File: config.mk
export PLATFORM = sky130hd
export DESIGN_NAME = clk_sel_ctrl
export DESIGN_NICKNAME = d
export VERILOG_FILES = /design/src/rtl/clk_sel_pkg.sv /design/src/rtl/clk_freq_mon.sv /design/src/rtl/clk_sel_ctrl.sv
export SDC_FILE = /design/constraint.sdc
export NUM_CORES = 1
export LEC_CHECK = 0
export ABC_CLOCK_PERIOD_IN_PS = 5890
export CAP_MARGIN = 10
export CORE_MARGIN = 2
export CORE_UTILIZATION = 62
export DETAILED_ROUTE_END_ITERATION = 6
export PLACE_DENSITY = 0.91
export SLEW_MARGIN = 5
export SYNTH_ARGS = -nofsm -noshare
export SYNTH_HDL_FRONTEND = slang
export SYNTH_SLANG_ARGS = --single-unit
export TNS_END_PERCENT = 1
File: constraint.sdc
create_clock -name clk_i -period 5.89 [get_ports clk_i]
set_input_delay 1.767 -clock clk_i [delete_from_list [all_inputs] [get_ports clk_i]]
set_output_delay 1.767 -clock clk_i [all_outputs]
set_load 0.05 [all_outputs]
File: src/rtl/clk_sel_pkg.sv
// Shared state encoding and helpers for the clock select controller.
// Latency: n/a (types and functions only).
// Backpressure: none.
package clk_sel_pkg;

  localparam int ST_W = 2;

  typedef enum logic [ST_W-1:0] {
    ST_RUN0 = 2'b00,
    ST_RUN1 = 2'b01,
    ST_HOLD = 2'b10
  } state_e;

  // RUN state that corresponds to a given select value
  function automatic state_e run_state(input logic sel);
    return sel ? ST_RUN1 : ST_RUN0;
  endfunction

endpackage

File: src/rtl/clk_freq_mon.sv
// Per-candidate frequency monitor: sync, edge count per window, range check, qualification.
// Latency: edge counted 3 clk_i after the toggle; cnt_o/ok_o update on the cycle after win_end_i.
// Backpressure: none; free-running measurement.
module clk_freq_mon #(
  parameter int CNT_W     = 16,
  parameter int MIN_EDGES = 200,
  parameter int MAX_EDGES = 312,
  parameter int GOOD_WINS = 4
) (
  input  logic             clk_i,
  input  logic             arst_i,
  input  logic             tog_i,
  input  logic             win_end_i,
  output logic             ok_o,
  output logic [CNT_W-1:0] cnt_o
);

  localparam int RUN_W = $clog2(GOOD_WINS + 1);
  localparam logic [CNT_W-1:0] CNT_MAX = '1;
  localparam logic [31:0] MIN_C = MIN_EDGES;
  localparam logic [31:0] MAX_C = MAX_EDGES;
  localparam logic [RUN_W-1:0] RUN_FULL = RUN_W'(GOOD_WINS);

  logic             meta_q, meta_d;
  logic             sync_q, sync_d;
  logic             prev_q, prev_d;
  logic [CNT_W-1:0] edge_cnt_q, edge_cnt_d;
  logic [CNT_W-1:0] cnt_q, cnt_d;
  logic [RUN_W-1:0] run_q, run_d;
  logic             tog_edge;
  logic [31:0]      cnt_ext;
  logic             in_range;

  // Any level change of the synchronised toggle is one edge of the candidate clock
  assign tog_edge = sync_q ^ prev_q;
  // Range check is applied to the count being latched at the window end
  assign cnt_ext  = 32'(edge_cnt_q);
  assign in_range = (cnt_ext >= MIN_C) && (cnt_ext <= MAX_C);

  // Next-state: synchroniser, saturating edge counter, window latch, good-window run length
  always_comb begin
    meta_d     = tog_i;
    sync_d     = meta_q;
    prev_d     = sync_q;
    edge_cnt_d = edge_cnt_q;
    cnt_d      = cnt_q;
    run_d      = run_q;
    if (win_end_i) begin
      // An edge landing on the terminal cycle belongs to the next window
      edge_cnt_d = tog_edge ? CNT_W'(1) : '0;
      cnt_d      = edge_cnt_q;
      if (in_range) begin
        if (run_q != RUN_FULL) begin
          run_d = run_q + RUN_W'(1);
        end
      end else begin
        run_d = '0;
      end
    end else if (tog_edge && (edge_cnt_q != CNT_MAX)) begin
      edge_cnt_d = edge_cnt_q + CNT_W'(1);
    end
  end

  // State registers
  always_ff @(posedge clk_i or posedge arst_i) begin
    if (arst_i) begin
      meta_q     <= 1'b0;
      sync_q     <= 1'b0;
      prev_q     <= 1'b0;
      edge_cnt_q <= '0;
      cnt_q      <= '0;
      run_q      <= '0;
    end else begin
      meta_q     <= meta_d;
      sync_q     <= sync_d;
      prev_q     <= prev_d;
      edge_cnt_q <= edge_cnt_d;
      cnt_q      <= cnt_d;
      run_q      <= run_d;
    end
  end

  assign ok_o  = (run_q == RUN_FULL);
  assign cnt_o = cnt_q;

endmodule

File: src/rtl/clk_sel_ctrl.sv
// Clock-mux select controller: qualifies two candidates and drives a registered, non-revertive select.
// Latency: select flips one cycle after the decision; HOLD then blocks changes for HOLDOFF cycles.
// Backpressure: none; force requests and failures seen in HOLD are acted on in the first RUN cycle.
module clk_sel_ctrl
  import clk_sel_pkg::*;
#(
  parameter int WIN_CYCLES = 1024,
  parameter int CNT_W      = 16,
  parameter int MIN_EDGES  = 200,
  parameter int MAX_EDGES  = 312,
  parameter int GOOD_WINS  = 4,
  parameter int HOLDOFF    = 64,
  parameter bit PRIMARY    = 1'b0
) (
  input  logic             clk_i,
  input  logic             arst_i,
  input  logic             tog0_i,
  input  logic             tog1_i,
  input  logic             force_en_i,
  input  logic             force_sel_i,
  output logic             sel_o,
  output logic             switch_pulse_o,
  output logic             clk0_ok_o,
  output logic             clk1_ok_o,
  output logic [CNT_W-1:0] cnt0_o,
  output logic [CNT_W-1:0] cnt1_o,
  output logic [ST_W-1:0]  state_o
);

  localparam int WIN_W  = $clog2(WIN_CYCLES);
  localparam int HOLD_W = $clog2(HOLDOFF + 1);
  localparam logic [WIN_W-1:0]  WIN_LAST  = WIN_W'(WIN_CYCLES - 1);
  localparam logic [HOLD_W-1:0] HOLD_LAST = HOLD_W'(HOLDOFF - 1);

  logic [WIN_W-1:0]  win_cnt_q, win_cnt_d;
  logic [HOLD_W-1:0] hold_cnt_q, hold_cnt_d;
  state_e            state_q, state_d;
  logic              sel_q, sel_d;
  logic              pulse_q, pulse_d;
  logic              win_end;
  logic              ok0, ok1;
  logic              ok_cur, ok_oth;
  logic              desired;

  assign win_end = (win_cnt_q == WIN_LAST);

  clk_freq_mon #(
    .CNT_W    (CNT_W),
    .MIN_EDGES(MIN_EDGES),
    .MAX_EDGES(MAX_EDGES),
    .GOOD_WINS(GOOD_WINS)
  ) u_mon0 (
    .clk_i    (clk_i),
    .arst_i   (arst_i),
    .tog_i    (tog0_i),
    .win_end_i(win_end),
    .ok_o     (ok0),
    .cnt_o    (cnt0_o)
  );

  clk_freq_mon #(
    .CNT_W    (CNT_W),
    .MIN_EDGES(MIN_EDGES),
    .MAX_EDGES(MAX_EDGES),
    .GOOD_WINS(GOOD_WINS)
  ) u_mon1 (
    .clk_i    (clk_i),
    .arst_i   (arst_i),
    .tog_i    (tog1_i),
    .win_end_i(win_end),
    .ok_o     (ok1),
    .cnt_o    (cnt1_o)
  );

  // Shared measurement window: wraps at the terminal count
  always_comb begin
    win_cnt_d = win_end ? '0 : win_cnt_q + WIN_W'(1);
  end

  // Desired select: force wins, otherwise stay on a healthy candidate, fail over only to a healthy one
  always_comb begin
    ok_cur  = sel_q ? ok1 : ok0;
    ok_oth  = sel_q ? ok0 : ok1;
    desired = sel_q;
    if (force_en_i) begin
      desired = force_sel_i;
    end else if (!ok_cur && ok_oth) begin
      desired = ~sel_q;
    end
  end

  // FSM next-state and select/pulse/holdoff updates
  always_comb begin
    state_d    = state_q;
    sel_d      = sel_q;
    pulse_d    = 1'b0;
    hold_cnt_d = hold_cnt_q;
    case (state_q)
      ST_RUN0, ST_RUN1: begin
        if (desired != sel_q) begin
          sel_d      = desired;
          pulse_d    = 1'b1;
          state_d    = ST_HOLD;
          hold_cnt_d = '0;
        end
      end
      ST_HOLD: begin
        if (hold_cnt_q == HOLD_LAST) begin
          state_d    = run_state(sel_q);
          hold_cnt_d = '0;
        end else begin
          hold_cnt_d = hold_cnt_q + HOLD_W'(1);
        end
      end
      default: begin
        state_d = run_state(sel_q);
      end
    endcase
  end

  // State registers; reset restarts the window and returns to the primary candidate
  always_ff @(posedge clk_i or posedge arst_i) begin
    if (arst_i) begin
      win_cnt_q  <= '0;
      hold_cnt_q <= '0;
      state_q    <= run_state(PRIMARY);
      sel_q      <= PRIMARY;
      pulse_q    <= 1'b0;
    end else begin
      win_cnt_q  <= win_cnt_d;
      hold_cnt_q <= hold_cnt_d;
      state_q    <= state_d;
      sel_q      <= sel_d;
      pulse_q    <= pulse_d;
    end
  end

  assign sel_o          = sel_q;
  assign switch_pulse_o = pulse_q;
  assign clk0_ok_o      = ok0;
  assign clk1_ok_o      = ok1;
  assign state_o        = state_q;

endmodule

==> results of run 1 <==
==> worst max path at each step <==
| stage | start | end | slack (ns) | depth (start not counted) |
|---|---|---|---|---|
| 6_report | u_mon0.run_q[0] | clk0_ok_o | 2.01 | 5 |
| 3_3_place_gp | u_mon0.run_q[0] | clk0_ok_o | 2.47 | 5 |
| 3_5_place_dp | u_mon0.run_q[0] | clk0_ok_o | 2.42 | 5 |
| 2_1_floorplan | arst_i | hold_cnt_q[0] | 1.59 | 1 |
| 5_1_grt | u_mon0.run_q[0] | clk0_ok_o | 1.91 | 5 |
| 4_1_cts | u_mon0.run_q[0] | clk0_ok_o | 2.01 | 5 |
==> stage by stage <==
stage | utilization [%] | power, mW | worst slack (ns) | std cells
finish | 71.91 | 1.636 | 2.015 | 640
global route | 71.91 | 1.718 | 1.908 | 640
CTS | 71.91 | 1.637 | 2.011 | 640
detailed placement | 69.13 | 1.182 | 2.416 | 624
global placement | 69.13 | 1.157 | 2.472 | 624
floorplan | - | 1.076 | 1.589 | 500
==> sequential cells by signal, indices dropped and copies added, names as in the netlist, 2 cells and up <==
name,count
hold_cnt_q,7
win_cnt_q,10
state_o,2
u_mon0.cnt_o,16
u_mon1.cnt_o,16
u_mon1.edge_cnt_q,16
u_mon0.edge_cnt_q,16
u_mon1.run_q,3
u_mon0.run_q,3
==> cells in the final DEF, fill, tap and decap left out, types with 3 or more instances in the layout <==
cell type / n
sky130_fd_sc_hd__buf_4: 3
sky130_fd_sc_hd__nand2_1: 116
sky130_fd_sc_hd__nand4_1: 13
sky130_fd_sc_hd__nor2_1: 9
sky130_fd_sc_hd__a211oi_1: 4
sky130_fd_sc_hd__or4b_1: 3
sky130_fd_sc_hd__o21a_1: 5
sky130_fd_sc_hd__o21ai_1: 5
sky130_fd_sc_hd__o31ai_1: 13
sky130_fd_sc_hd__and2_1: 4
sky130_fd_sc_hd__nor3_1: 10
sky130_fd_sc_hd__nand2b_1: 9
sky130_fd_sc_hd__or4_1: 7
sky130_fd_sc_hd__a2111o_1: 4
sky130_fd_sc_hd__xor2_1: 3
sky130_fd_sc_hd__ha_1: 10
sky130_fd_sc_hd__a21oi_1: 35
sky130_fd_sc_hd__o211ai_1: 3
sky130_fd_sc_hd__and3_1: 5
sky130_fd_sc_hd__or3_1: 6
sky130_fd_sc_hd__o21ai_0: 12
sky130_fd_sc_hd__clkbuf_8: 10
sky130_fd_sc_hd__and4_1: 5
sky130_fd_sc_hd__nand3_1: 19
sky130_fd_sc_hd__clkdlybuf4s50_1: 43
sky130_fd_sc_hd__dfrtp_1: 97
sky130_fd_sc_hd__mux2i_1: 13
sky130_fd_sc_hd__and3_2: 3
sky130_fd_sc_hd__a31oi_1: 4
sky130_fd_sc_hd__xnor2_1: 5
sky130_fd_sc_hd__inv_1: 19
==> power by group <==
group	switching, mW	total [mW]	internal, mW
clock	0.245	0.458	0.213
combinational	0.207	0.333	0.125
sequential	0.108	0.846	0.738
==> area by class of cell <==
type	instances	share of cell area, %
Timing Repair Buffer	46	8.280
Inverter	20	1.418
Sequential cell	97	44.37
Tap cell	102	2.333
Multi-Input combinational cell	359	39.73
Clock buffer	10	2.516
Clock inverter	6	1.349
==> layer usage <==
metal	vias to the layer above	part of all wire, %	global-route usage (%)
li1	1851	-	-
met1	1932	42	35.51
met2	155	50	42.52
met3	17	5.3	3.862
met4	0	1.9	11.69
met5	-	0	0
==> logic make-up after synthesis <==
group / Yosys count
multiplexers: 13
adder cells (fa/ha/maj): 10
XOR/XNOR: 9
AND/OR/NAND/NOR: 225
buffers and inverters: 44
flip-flops: 97
AO/OA/AOI/OAI: 102
==> qor_table.md, run 1 <==
| Parameter | This run | Unit |
| --- | --- | --- |
| Routability cong. | 0.8379 | - |
| Accumulated negative setup slack | 0 | ns |
| Cell Pwr Density | 299.2 | nW/um2 |
| Seq/Total Area, Yosys | 50.69 | % |
| Number of buffers and inverters on the critical path | 3 | - |
| Number of diodes | 0 | - |
| Fraction of post-synthesis cell area in the top cell type by area | 50.69 | % |
| Clock tree from TritonCTS | yes | - |
| Critical Path AT | 2.11 | ns |
| Final setup vio count | 0 | - |
| Die area | 8442 | um2 |
| Clock-pin slew on the worst setup and hold paths | 0.09 | ns |
| Worst hold margin | 0.3573 | ns |
| First-pass iteration count of the detailed router | 5 | - |
| HPWL reported at the end of detailed placement | 6857 | um |
| Most frequent cells after synthesis | sky130_fd_sc_hd__nand2_1, sky130_fd_sc_hd__dfrtp_1, sky130_fd_sc_hd__a21oi_1 | - |
| Die Span X | 91.88 | um |
| Iteration-0 DRC count of the detailed router | 235 | - |
| Synthesis-to-layout area growth | 14.24 | % |
| Average instance area after synthesis | 9.577 | um2 |
| Depth of the most critical reg-to-reg path | 5 | - |
| Top flip-flop cell by instance count after synthesis | sky130_fd_sc_hd__dfrtp_1 | - |
| Slew at the pin closest to its max-slew limit | 1.234 | ns |
| Standard cell area after detailed placement | 5259 | um2 |
| Path type of the worst min-delay path | register to register | - |
| Worst R2R Start | win_cnt_q[0] | - |
| Setup repair after global routing missed its margin | no | - |
| Number of buffers between clock root and the deepest sink | 2 | - |
| Fraction of layout instances using a drive strength above 1 | 6.134 | % |
| Fraction of the cycle the final worst path needs | 65.79 | % |
| Number of unique standard cell types used by synthesis | 53 | - |
| Synthesis Warnings | 0 | - |
| Kind of end point of the critical path | primary output | - |
| Post-route cell area | 5470 | um2 |
| Compound-gate portion of the synthesized area | 13.88 | % |
| Post-Synthesis Cells | 500 | - |
| Largest area contributor in the synthesized netlist | sky130_fd_sc_hd__dfrtp_1 | - |
| Global-route usage over all layers | 26.27 | % |
| Post-CTS Setup Bufs | 0 | - |
| Total clock buffers created by CTS | 9 | - |
| Number of flops mapped to enable cells by yosys | 0 | - |
| Highest-delay cell along the critical path | sky130_fd_sc_hd__clkdlybuf4s50_1 | - |
| Number of nets in the layout | 549 | - |
| Tightest slew margin relative to the limit | 17.28 | % |
| Static Leak | 2.473 | nW |
| Startpoint of the worst hold path | u_mon1.meta_q | - |
| Cell type group with the largest total delay on the critical path | buffers and inverters | - |
| Vias in the first global route | 3,754 | - |
| Synth Area in Adders | 2.613 | % |
| Number of vias in the routed layout | 3,955 | - |
| Max-cap violations | 0 | - |
| Combinational family with the most area after synthesis | simple AND/OR/NAND/NOR gates | - |
| Reg-to-Reg End | u_mon0.run_q[0] | - |
| Post-cts resize count | 0 | - |
| Synth Area in XOR/XNOR | 2.038 | % |
| Worst path most repeated cell | sky130_fd_sc_hd__inv_1 | - |
| Post-route ant nets | 0 | - |
| Reg2Reg Setup Slack | 3.39 | ns |
| Number of standard-cell rows in the floorplan | 32 | - |
| Insertion delay of the later-clocked pin in the worst-skew pair | 0.37 | ns |
| Pin count of the biggest net entering global routing | 77 | - |
| Crit path largest cell delay | 0.82 | ns |
| Net count after synthesis | 516 | - |
| Initial Utilization | 62.94 | % |
| Vertical die dimension | 91.88 | um |
| Count leader, synth | sky130_fd_sc_hd__nand2_1 | - |
| Worst Hold Endpoint | u_mon1.prev_d | - |
| Global-route wire length before repair | 17,770 | um |
| Cell Chain, Critical Path | inv_1 > ha_1 > nand2_1 > inv_1 > clkdlybuf4s50_1 | - |
| Post-synthesis async set-or-reset flop share | 100.0 | % |
| Startpoint Class | register | - |
| Peak ir drop on the vdd network | 0.0001714 | V |
| Seq cells post-synth | 97 | - |
| I/O pin count | 44 | - |
| Hold-critical path depth | 0 | - |
| Register Area | 2427 | um2 |
| Data required time of the critical path | 4.12 | ns |
| Max-slew violation total from the final report | 0 | - |
| Core footprint | 7607 | um2 |
| Run status | finished, final reports clean | - |
| Sum of overflow across all layers after global routing | 0 | - |
| Biggest fanout along the worst timing path | 5 | - |
| Post-route DRC violation count | 0 | - |
| Crit path time final | 3.875 | ns |
| Library cell used as clock root buffer | sky130_fd_sc_hd__clkbuf_8 | - |
| Area taken by multi-input logic gates | 2173 | um2 |
| Number of antenna violations at the first check in global routing | 0 | - |
| Hold-fix buffers, CTS | 0 | - |
| Count of input and output buffers | 43 | - |
| Hold Vio Cnt, Final | 0 | - |
| Filler Cells Inserted | 524 | - |
| Synth top area cells | sky130_fd_sc_hd__dfrtp_1, sky130_fd_sc_hd__nand2_1, sky130_fd_sc_hd__a21oi_1 | - |
| Clk sink count | 97 | - |
| WL per Instance | 16.13 | um |
| H-tree depth | 3 | - |
| Post-Syn Area | 4788 | um2 |
| Aggregate routed wire length | 10,320 | um |
| Worst clock skew | 0.01267 | ns |
| Multiplexer fraction of the synthesized cell area | 2.718 | % |
| Fraction of the mapped netlist area in simple logic gates | 23.91 | % |
| Detail-routed via count per cell | 6.180 | - |
| Type of the worst setup path | register to primary output | - |
| Peak clock frequency supported by timing | 0.2581 | GHz |
No activity file was read; power rests on OpenSTA's default activity.
==> run 2, diff against run 1 <==
--- a/config.mk
+++ b/config.mk
@@ -5,12 +5,12 @@
 export SDC_FILE = /design/constraint.sdc
 export NUM_CORES = 1
 export LEC_CHECK = 0
-export ABC_CLOCK_PERIOD_IN_PS = 5890
+export ABC_CLOCK_PERIOD_IN_PS = 3400
 export CAP_MARGIN = 10
 export CORE_MARGIN = 2
-export CORE_UTILIZATION = 62
+export CORE_UTILIZATION = 52
 export DETAILED_ROUTE_END_ITERATION = 6
-export PLACE_DENSITY = 0.91
+export PLACE_DENSITY = 0.82
 export SLEW_MARGIN = 5
 export SYNTH_ARGS = -nofsm -noshare
 export SYNTH_HDL_FRONTEND = slang
==> constraint.sdc (replaced) <==
create_clock -name clk_i -period 3.4 [get_ports clk_i]
set_input_delay 1.02 -clock clk_i [delete_from_list [all_inputs] [get_ports clk_i]]
set_output_delay 1.02 -clock clk_i [all_outputs]
set_load 0.05 [all_outputs]
==> run 2 against run 1 <==
  * Power rose by 69%
  * Clock skew fell by 0.0056 ns
  * Register-to-register slack got worse by 2.5 ns
  * Global-route usage fell by 5.5 points
  * Cell count rose by 1.7%
  * Final area rose by 0.43%
==> qor_table.md, run 2 (same netlist as run 1, synthesis figures left out) <==
| Parameter | This run | Unit | Delta |
| --- | --- | --- | --- |
| I/O pin count | 44 | - | unchanged |
| Run status | finished, final reports clean | - |  |
| Worst clock skew | 0.007065 | ns | -0.005608 ns |
| Filler Cells Inserted | 744 | - | +42% |
| HPWL reported at the end of detailed placement | 6634 | um | -3.2% |
| Startpoint Class | register | - |  |
| Pin count of the biggest net entering global routing | 98 | - | +27% |
| Peak clock frequency supported by timing | 0.3200 | GHz |  |
| Die Span X | 99.96 | um | +8.8% |
| Tightest slew margin relative to the limit | 30.55 | % | +13 points |
| Sum of overflow across all layers after global routing | 0 | - | unchanged |
| Iteration-0 DRC count of the detailed router | 209 | - | -11% |
| Static Leak | 2.473 | nW | about the same |
| Clock-pin slew on the worst setup and hold paths | 0.09 | ns | about the same |
| Final setup vio count | 0 | - | unchanged |
| Filler-free cell count of the finished design | 651 | - | +1.7% |
| Worst setup path startpoint | u_mon1.run_q[0] | - |  |
| Initial Utilization | 52.82 | % | -10 points |
| Biggest fanout along the worst timing path | 5 | - | unchanged |
| Number of diodes | 0 | - | unchanged |
| Number of vias in the routed layout | 3,859 | - | -2.4% |
| Count of input and output buffers | 43 | - | unchanged |
| Post-route DRC violation count | 0 | - | unchanged |
| Routability cong. | 0.8422 | - | +0.51% |
| Post-route cell area | 5494 | um2 | +0.43% |
| Accumulated negative setup slack | 0 | ns | unchanged |
| H-tree depth | 3 | - | unchanged |
| Placed Cells incl. Taps | 635 | - | +1.8% |
| Depth of the most critical reg-to-reg path | 5 | - | unchanged |
| Kind of end point of the critical path | primary output | - |  |
| Crit path time final | 3.125 | ns |  |
| Startpoint of the worst hold path | u_mon1.meta_q | - |  |
| Core footprint | 9065 | um2 | +19% |
| Hold-fix buffers, CTS | 0 | - | unchanged |
| Leading cell types in the layout, fill and taps excluded | sky130_fd_sc_hd__nand2_1, sky130_fd_sc_hd__dfrtp_1, sky130_fd_sc_hd__clkdlybuf4s50_1 | - |  |
| Max-slew violation total from the final report | 0 | - | unchanged |
| Vertical die dimension | 99.96 | um | +8.8% |
| Clk sink count | 97 | - | unchanged |
| Fraction of layout instances using a drive strength above 1 | 6.481 | % | +0.35 points |
| Peak ir drop on the vdd network | 0.0002348 | V | +37% |
| Data required time of the critical path | 2.38 | ns | -1.74 ns |
| Slew at the pin closest to its max-slew limit | 1.042 | ns | -0.1923 ns |
| Type of the worst setup path | register to primary output | - |  |
| Max-cap violations | 0 | - | unchanged |
| Post-route ant nets | 0 | - | unchanged |
| Vias in the first global route | 3,706 | - | -1.3% |
| Global-route wire length before repair | 16,930 | um | -4.7% |
| Reg2Reg Setup Slack | 0.94 | ns | -2.45 ns |
| Post-CTS Setup Bufs | 0 | - | unchanged |
| Clock tree from TritonCTS | yes | - |  |
| Aggregate routed wire length | 9990 | um | -3.2% |
| Number of nets in the layout | 551 | - | +0.36% |
| Insertion delay of the later-clocked pin in the worst-skew pair | 0.36 | ns | about the same |
| Worst Hold Endpoint | u_mon1.prev_d | - |  |
| Total power of the final layout | 2.767 | mW | +69% |
| Standard cell area after detailed placement | 5299 | um2 | +0.76% |
| Global-route usage over all layers | 20.78 | % | -5.5 points |
| Number of standard-cell rows in the floorplan | 35 | - | +9.4% |
| Hold-critical path depth | 0 | - | unchanged |
| Number of buffers between clock root and the deepest sink | 2 | - | unchanged |
| Total clock buffers created by CTS | 9 | - | unchanged |
| Cell Pwr Density | 503.7 | nW/um2 | +68% |
| Library cell used as clock root buffer | sky130_fd_sc_hd__clkbuf_8 | - |  |
| Die area | 9992 | um2 | +18% |
| First-pass iteration count of the detailed router | 6 | - | +1 |
| Fraction of the cycle the final worst path needs | 91.90 | % |  |
| Core utilization of the finished layout | 60.61 | % | -11 points |
| Setup repair after global routing missed its margin | no | - |  |
| Critical Path AT | 2.10 | ns | about the same |
| Commonest non-fill, non-tap cell in the layout | sky130_fd_sc_hd__nand2_1 | - |  |
| WL per Instance | 15.35 | um | -4.9% |
| Detail-routed via count per cell | 5.928 | - | -4.1% |
| Number of antenna violations at the first check in global routing | 0 | - | unchanged |
| Synthesis-to-layout area growth | 14.74 | % |  |
| Path type of the worst min-delay path | register to register | - |  |
| Hold Vio Cnt, Final | 0 | - | unchanged |
| Worst R2R Start | win_cnt_q[0] | - |  |
| Reg-to-Reg End | u_mon0.run_q[0] | - |  |
| Post-cts resize count | 0 | - | unchanged |
[run 2: cell types whose count changed in the layout (fill, tap and decap cells not counted)]
cell	delta
sky130_fd_sc_hd__clkinv_2	+2
sky130_fd_sc_hd__inv_8	-1
sky130_fd_sc_hd__clkbuf_8	-1
sky130_fd_sc_hd__buf_12	+1
sky130_fd_sc_hd__inv_6	-1
sky130_fd_sc_hd__buf_4	+1
sky130_fd_sc_hd__clkinvlp_4	+2
sky130_fd_sc_hd__inv_4	-1
[run 2: metal layers]
layer / track usage [%] / part of all wire, %
met1: 28.62 / 46
met5: 0 / 0
met4: 6.955 / 1.5
met3: 3.760 / 4.2
met2: 33.52 / 49
[run 2: power by group]
part	leakage (nW)	internal [mW]	total [mW]	switching [mW]
clock	0.0912	0.339	0.742	0.403
sequential	1.29	1.28	1.46	0.180
combinational	1.09	0.219	0.568	0.349
[run 2: per-stage QoR]
step / worst slack (ns) / hold slack [ns]
global route: 0.1653 / 0.3693
floorplan: 1.232 / 0.3312
CTS: 0.2495 / 0.3600
finish: 0.2754 / 0.3557
detailed placement: 0.6605 / 0.3387
global placement: 0.7297 / 0.3342
[run 2: worst max-delay path, stage by stage, from the launching register on]
cell and delay (ns):
sky130_fd_sc_hd__dfrtp_1 0.40, sky130_fd_sc_hd__inv_1 0.10, sky130_fd_sc_hd__ha_1 0.16, sky130_fd_sc_hd__nand2_1 0.12, sky130_fd_sc_hd__inv_1 0.14, sky130_fd_sc_hd__clkdlybuf4s50_1 0.83
[run 2: area by class of cell]
cell class / count / area (um2) / area share, %
Sequential cell: 97 / 2427 / 44.18
Timing Repair Buffer: 48 / 480.5 / 8.745
Inverter: 20 / 78.83 / 1.435
Tap cell: 111 / 138.9 / 2.528
Clock buffer: 9 / 123.9 / 2.255
Multi-Input combinational cell: 359 / 2173 / 39.56
Clock inverter: 7 / 71.32 / 1.298
[run 2: how the worst max path moves through the flow]
| stage | slack [ns] | cells past startpoint | endpoint |
|---|---|---|---|
| floorplan | 1.23 | 1 | hold_cnt_q[0] |
| global placement | 0.73 | 5 | hold_cnt_q[5] |
| finish | 0.28 | 5 | clk1_ok_o |
| CTS | 0.25 | 5 | clk1_ok_o |
| detailed placement | 0.66 | 5 | clk1_ok_o |
| global route | 0.17 | 5 | clk1_ok_o |
==> run 3, diff against run 2 <==
--- a/config.mk
+++ b/config.mk
@@ -5,12 +5,14 @@
 export SDC_FILE = /design/constraint.sdc
 export NUM_CORES = 1
 export LEC_CHECK = 0
+export ABC_AREA = 1
 export ABC_CLOCK_PERIOD_IN_PS = 3400
 export CAP_MARGIN = 10
 export CORE_MARGIN = 2
-export CORE_UTILIZATION = 52
+export CORE_UTILIZATION = 54
+export CTS_BUF_LIST = sky130_fd_sc_hd__clkbuf_2
 export DETAILED_ROUTE_END_ITERATION = 6
-export PLACE_DENSITY = 0.82
+export PLACE_DENSITY = 0.84
 export SLEW_MARGIN = 5
 export SYNTH_ARGS = -nofsm -noshare
 export SYNTH_HDL_FRONTEND = slang
==> run 3 against run 2 <==
  * Combinational power is 10% higher
  * Clock power shrank 16%
  * Core utilization grew 1.2 points
  * Sequential share of layout area down 1.3 points
  * Critical path type unchanged
==> qor_table.md, run 3 <==
| Parameter | This run | Unit | Delta |
| --- | --- | --- | --- |
| Count of input and output buffers | 43 | - | unchanged |
| GR Layer Usage met3 | 3.398 | % | -0.36 points |
| Total clock buffers created by CTS | 9 | - | unchanged |
| Startpoint Class | register | - |  |
| Run status | finished, final reports clean | - |  |
| Biggest fanout along the worst timing path | 4 | - | -1 |
| Highest-delay cell along the critical path | sky130_fd_sc_hd__dfrtp_1 | - |  |
| Filler Cells Inserted | 791 | - | +6.3% |
| Tightest slew margin relative to the limit | 49.34 | % | +19 points |
| Share of power burned in combinational logic | 23.9 | % | +3.4 points |
| Reg power frac | 52.3 | % | -0.4 points |
| Most frequent cells after synthesis | sky130_fd_sc_hd__nand2_1, sky130_fd_sc_hd__dfrtp_1, sky130_fd_sc_hd__inv_1 | - |  |
| First-pass iteration count of the detailed router | 5 | - | -1 |
| Fraction of the cycle the final worst path needs | 86.86 | % | -5.0 points |
| Seq/Total Area, Yosys | 48.32 | % | -2.4 points |
| Switching share of total power | 34.57 | % | +0.89 points |
| Worst clock skew | 0.03106 | ns | +0.02400 ns |
| Max-slew violation total from the final report | 0 | - | unchanged |
| Crit path largest cell delay | 0.48 | ns | -0.35 ns |
| Cell type group with the largest total delay on the critical path | buffers and inverters | - |  |
| Number of flops mapped to enable cells by yosys | 0 | - | unchanged |
| Slew at the pin closest to its max-slew limit | 0.7583 | ns | -0.2834 ns |
| Die Span X | 100.5 | um | +0.49% |
| Post-synthesis async set-or-reset flop share | 100.0 | % | unchanged |
| Global routing usage on met2 | 40.17 | % | +6.6 points |
| Instance count on the critical path | 5 | - | unchanged |
| Hold-critical path depth | 0 | - | unchanged |
| Pin count of the biggest net entering global routing | 58 | - | -41% |
| Critical Path AT | 1.93 | ns | -0.17 ns |
| Seq cells post-synth | 97 | - | unchanged |
| Core footprint | 9153 | um2 | +0.97% |
| HPWL reported at the end of detailed placement | 7647 | um | +15% |
| Min setup slack post-route | 0.4467 | ns | +0.1713 ns |
| Synthesis-to-layout area growth | 12.65 | % |  |
| Number of diodes | 0 | - | unchanged |
| Aggregate routed wire length | 10,520 | um | +5.3% |
| Type of the worst setup path | register to primary output | - |  |
| Global route hottest layer | met2 | - |  |
| Detail-routed via count per cell | 5.402 | - | -8.9% |
| Setup WS pre-CTS | 0.6896 | ns | +0.02912 ns |
| Number of vias in the routed layout | 4,192 | - | +8.6% |
| WL per Instance | 13.56 | um | -12% |
| Number of standard-cell rows in the floorplan | 35 | - | unchanged |
| Count leader, synth | sky130_fd_sc_hd__nand2_1 | - |  |
| Setup repair after global routing missed its margin | no | - |  |
| Number of antenna violations at the first check in global routing | 0 | - | unchanged |
| Global-route usage over all layers | 22.48 | % | +1.7 points |
| Sw Pwr | 908.1 | uW | -2.6% |
| Average instance area after synthesis | 8.142 | um2 | -15% |
| Clk sink count | 97 | - | unchanged |
| Post-route cell area | 5659 | um2 | +3.0% |
| Synthesis Warnings | 0 | - | unchanged |
| Accumulated negative setup slack | 0 | ns | unchanged |
| Routability cong. | 0.9007 | - | +6.9% |
| Number of unique standard cell types used by synthesis | 26 | - | -51% |
| Die area | 10,090 | um2 | +0.98% |
| Clock tree from TritonCTS | yes | - |  |
| Vertical die dimension | 100.5 | um | +0.49% |
| Cell Pwr Density | 464.2 | nW/um2 | -7.8% |
| Max-cap violations | 0 | - | unchanged |
| Post-route ant nets | 0 | - | unchanged |
| Power share of the clock group | 23.8 | % | -3.0 points |
| Leading cell types in the layout, fill and taps excluded | sky130_fd_sc_hd__nand2_1, sky130_fd_sc_hd__dfrtp_1, sky130_fd_sc_hd__inv_1 | - |  |
| Standard cell area after detailed placement | 5525 | um2 | +4.3% |
| Final setup vio count | 0 | - | unchanged |
| Clock-pin slew on the worst setup and hold paths | 0.25 | ns | +0.16 ns |
| Number of buffers and inverters on the critical path | 3 | - | unchanged |
| Fraction of layout instances using a drive strength above 1 | 8.571 | % | +2.1 points |
| Initial Utilization | 54.89 | % | +2.1 points |
| Path type of the worst min-delay path | register to register | - |  |
| Worst path most repeated cell | sky130_fd_sc_hd__inv_1 | - |  |
| Largest area contributor in the synthesized netlist | sky130_fd_sc_hd__dfrtp_1 | - |  |
| Fraction of post-synthesis cell area in the top cell type by area | 48.32 | % | -2.4 points |
| Net count after synthesis | 633 | - | +23% |
| Cell Chain, Critical Path | inv_1 > ha_1 > nand2_1 > inv_1 > dlymetal6s2s_1 | - |  |
| Kind of end point of the critical path | primary output | - |  |
| Number of nets in the layout | 677 | - | +23% |
| Sum of overflow across all layers after global routing | 0 | - | unchanged |
| H-tree depth | 3 | - | unchanged |
| Peak ir drop on the vdd network | 0.0002244 | V | -4.5% |
| Iteration-0 DRC count of the detailed router | 244 | - | +17% |
| Area taken by multi-input logic gates | 2183 | um2 | +0.46% |
| Number of buffers between clock root and the deepest sink | 2 | - | unchanged |
| Register Area | 2427 | um2 | unchanged |
| Library cell used as clock root buffer | sky130_fd_sc_hd__clkbuf_2 | - |  |
| Crit path time final | 2.953 | ns | -0.1713 ns |
| Static Leak | 2.795 | nW | +13% |
| Global-route wire length before repair | 18,050 | um | +6.6% |
| Post-Syn Area | 5024 | um2 | +4.9% |
| Post-Synthesis Cells | 617 | - | +23% |
| I/O pin count | 44 | - | unchanged |
| Vias in the first global route | 4,146 | - | +12% |
| GR met1 Demand/Resource | 26.57 | % | -2.0 points |
| Peak clock frequency supported by timing | 0.3386 | GHz | +5.8% |
| Data required time of the critical path | 2.38 | ns | about the same |
| Int Pwr | 1.719 | mW | -6.3% |
| Depth of the most critical reg-to-reg path | 10 | - | +5 |
| Insertion delay of the later-clocked pin in the worst-skew pair | 0.55 | ns | +0.19 ns |
| Synth top area cells | sky130_fd_sc_hd__dfrtp_1, sky130_fd_sc_hd__nand2_1, sky130_fd_sc_hd__inv_1 | - |  |
| Top flip-flop cell by instance count after synthesis | sky130_fd_sc_hd__dfrtp_1 | - |  |
| Post-route DRC violation count | 0 | - | unchanged |
| Commonest non-fill, non-tap cell in the layout | sky130_fd_sc_hd__nand2_1 | - |  |
| Hold Vio Cnt, Final | 0 | - | unchanged |
## run 3: cell count changes in the layout (fill, tap and decap cells not counted), sizes merged, moves of 28 or more
cell,delta
nor2,+52
a21oi,-32
nand2,+75
nand3,+28
inv,+53
o21ai,+37
## run 3: repair_timing
| item | in CTS | in global routing |
|---|---|---|
| buffers inserted | 0 | 0 |
| hold buffers | 0 | 0 |
| setup endpoints to repair | 0 | 2 |
| gates resized for setup | 0 | 2 |
## run 3: per-layer routing
layer  share of wire [%]  wire, um
met3                 3.7       393
met2                  51      5341
met4                 2.7       288
met1                  43      4500
met5                   0         0
## run 3: cell type report
type                            instances  area share [%]
Multi-Input combinational cell        433           38.58
Clock inverter                          6           1.481
Clock buffer                            9          0.7959
Tap cell                              111           2.454
Sequential cell                        97           42.89
Inverter                               73           4.908
Timing Repair Buffer                   47           8.888
## run 3: power groups by stage
stage / combinational, mW / clock (mW) / sequential [mW]
after floorplan: 0.420 / 0 / 1.44
after global placement: 0.609 / 0 / 1.38
after detailed placement: 0.634 / 0 / 1.39
after CTS: 0.632 / 0.630 / 1.37
after global routing: 0.713 / 0.674 / 1.39
final: 0.627 / 0.624 / 1.38
## run 3: logic make-up after synthesis
kind of cell / Yosys count / synth area share, %
AO/OA/AOI/OAI: 61 / 7.796
flip-flops: 97 / 48.32
XOR/XNOR: 26 / 4.533
AND/OR/NAND/NOR: 336 / 28.64
buffers and inverters: 87 / 8.219
adder cells (fa/ha/maj): 10 / 2.491
## run 3: worst paths after layout
kind	startpoint	to	slack, ns
max	u_mon0.run_q[0]	clk0_ok_o	0.45
min	u_mon1.meta_q	u_mon1.prev_d	0.39
max reg2reg	win_cnt_q[0]	u_mon1.edge_cnt_q[0]	1.11
min reg2reg	u_mon1.meta_q	u_mon1.prev_d	0.39
max in group asynchronous	arst_i	win_cnt_q[4]	1.88
min in group asynchronous	arst_i	u_mon1.cnt_o[8]	0.89
## run 3: stage by stage
step | power [mW] | util [%] | hold slack, ns | cells
global route | 2.777 | 61.83 | 0.4079 | 776
floorplan | 1.857 | - | 0.3312 | 617
detailed placement | 2.023 | 60.37 | 0.3381 | 761
global placement | 1.992 | 60.37 | 0.3341 | 761
CTS | 2.635 | 61.78 | 0.3895 | 776
finish | 2.627 | 61.83 | 0.3860 | 776
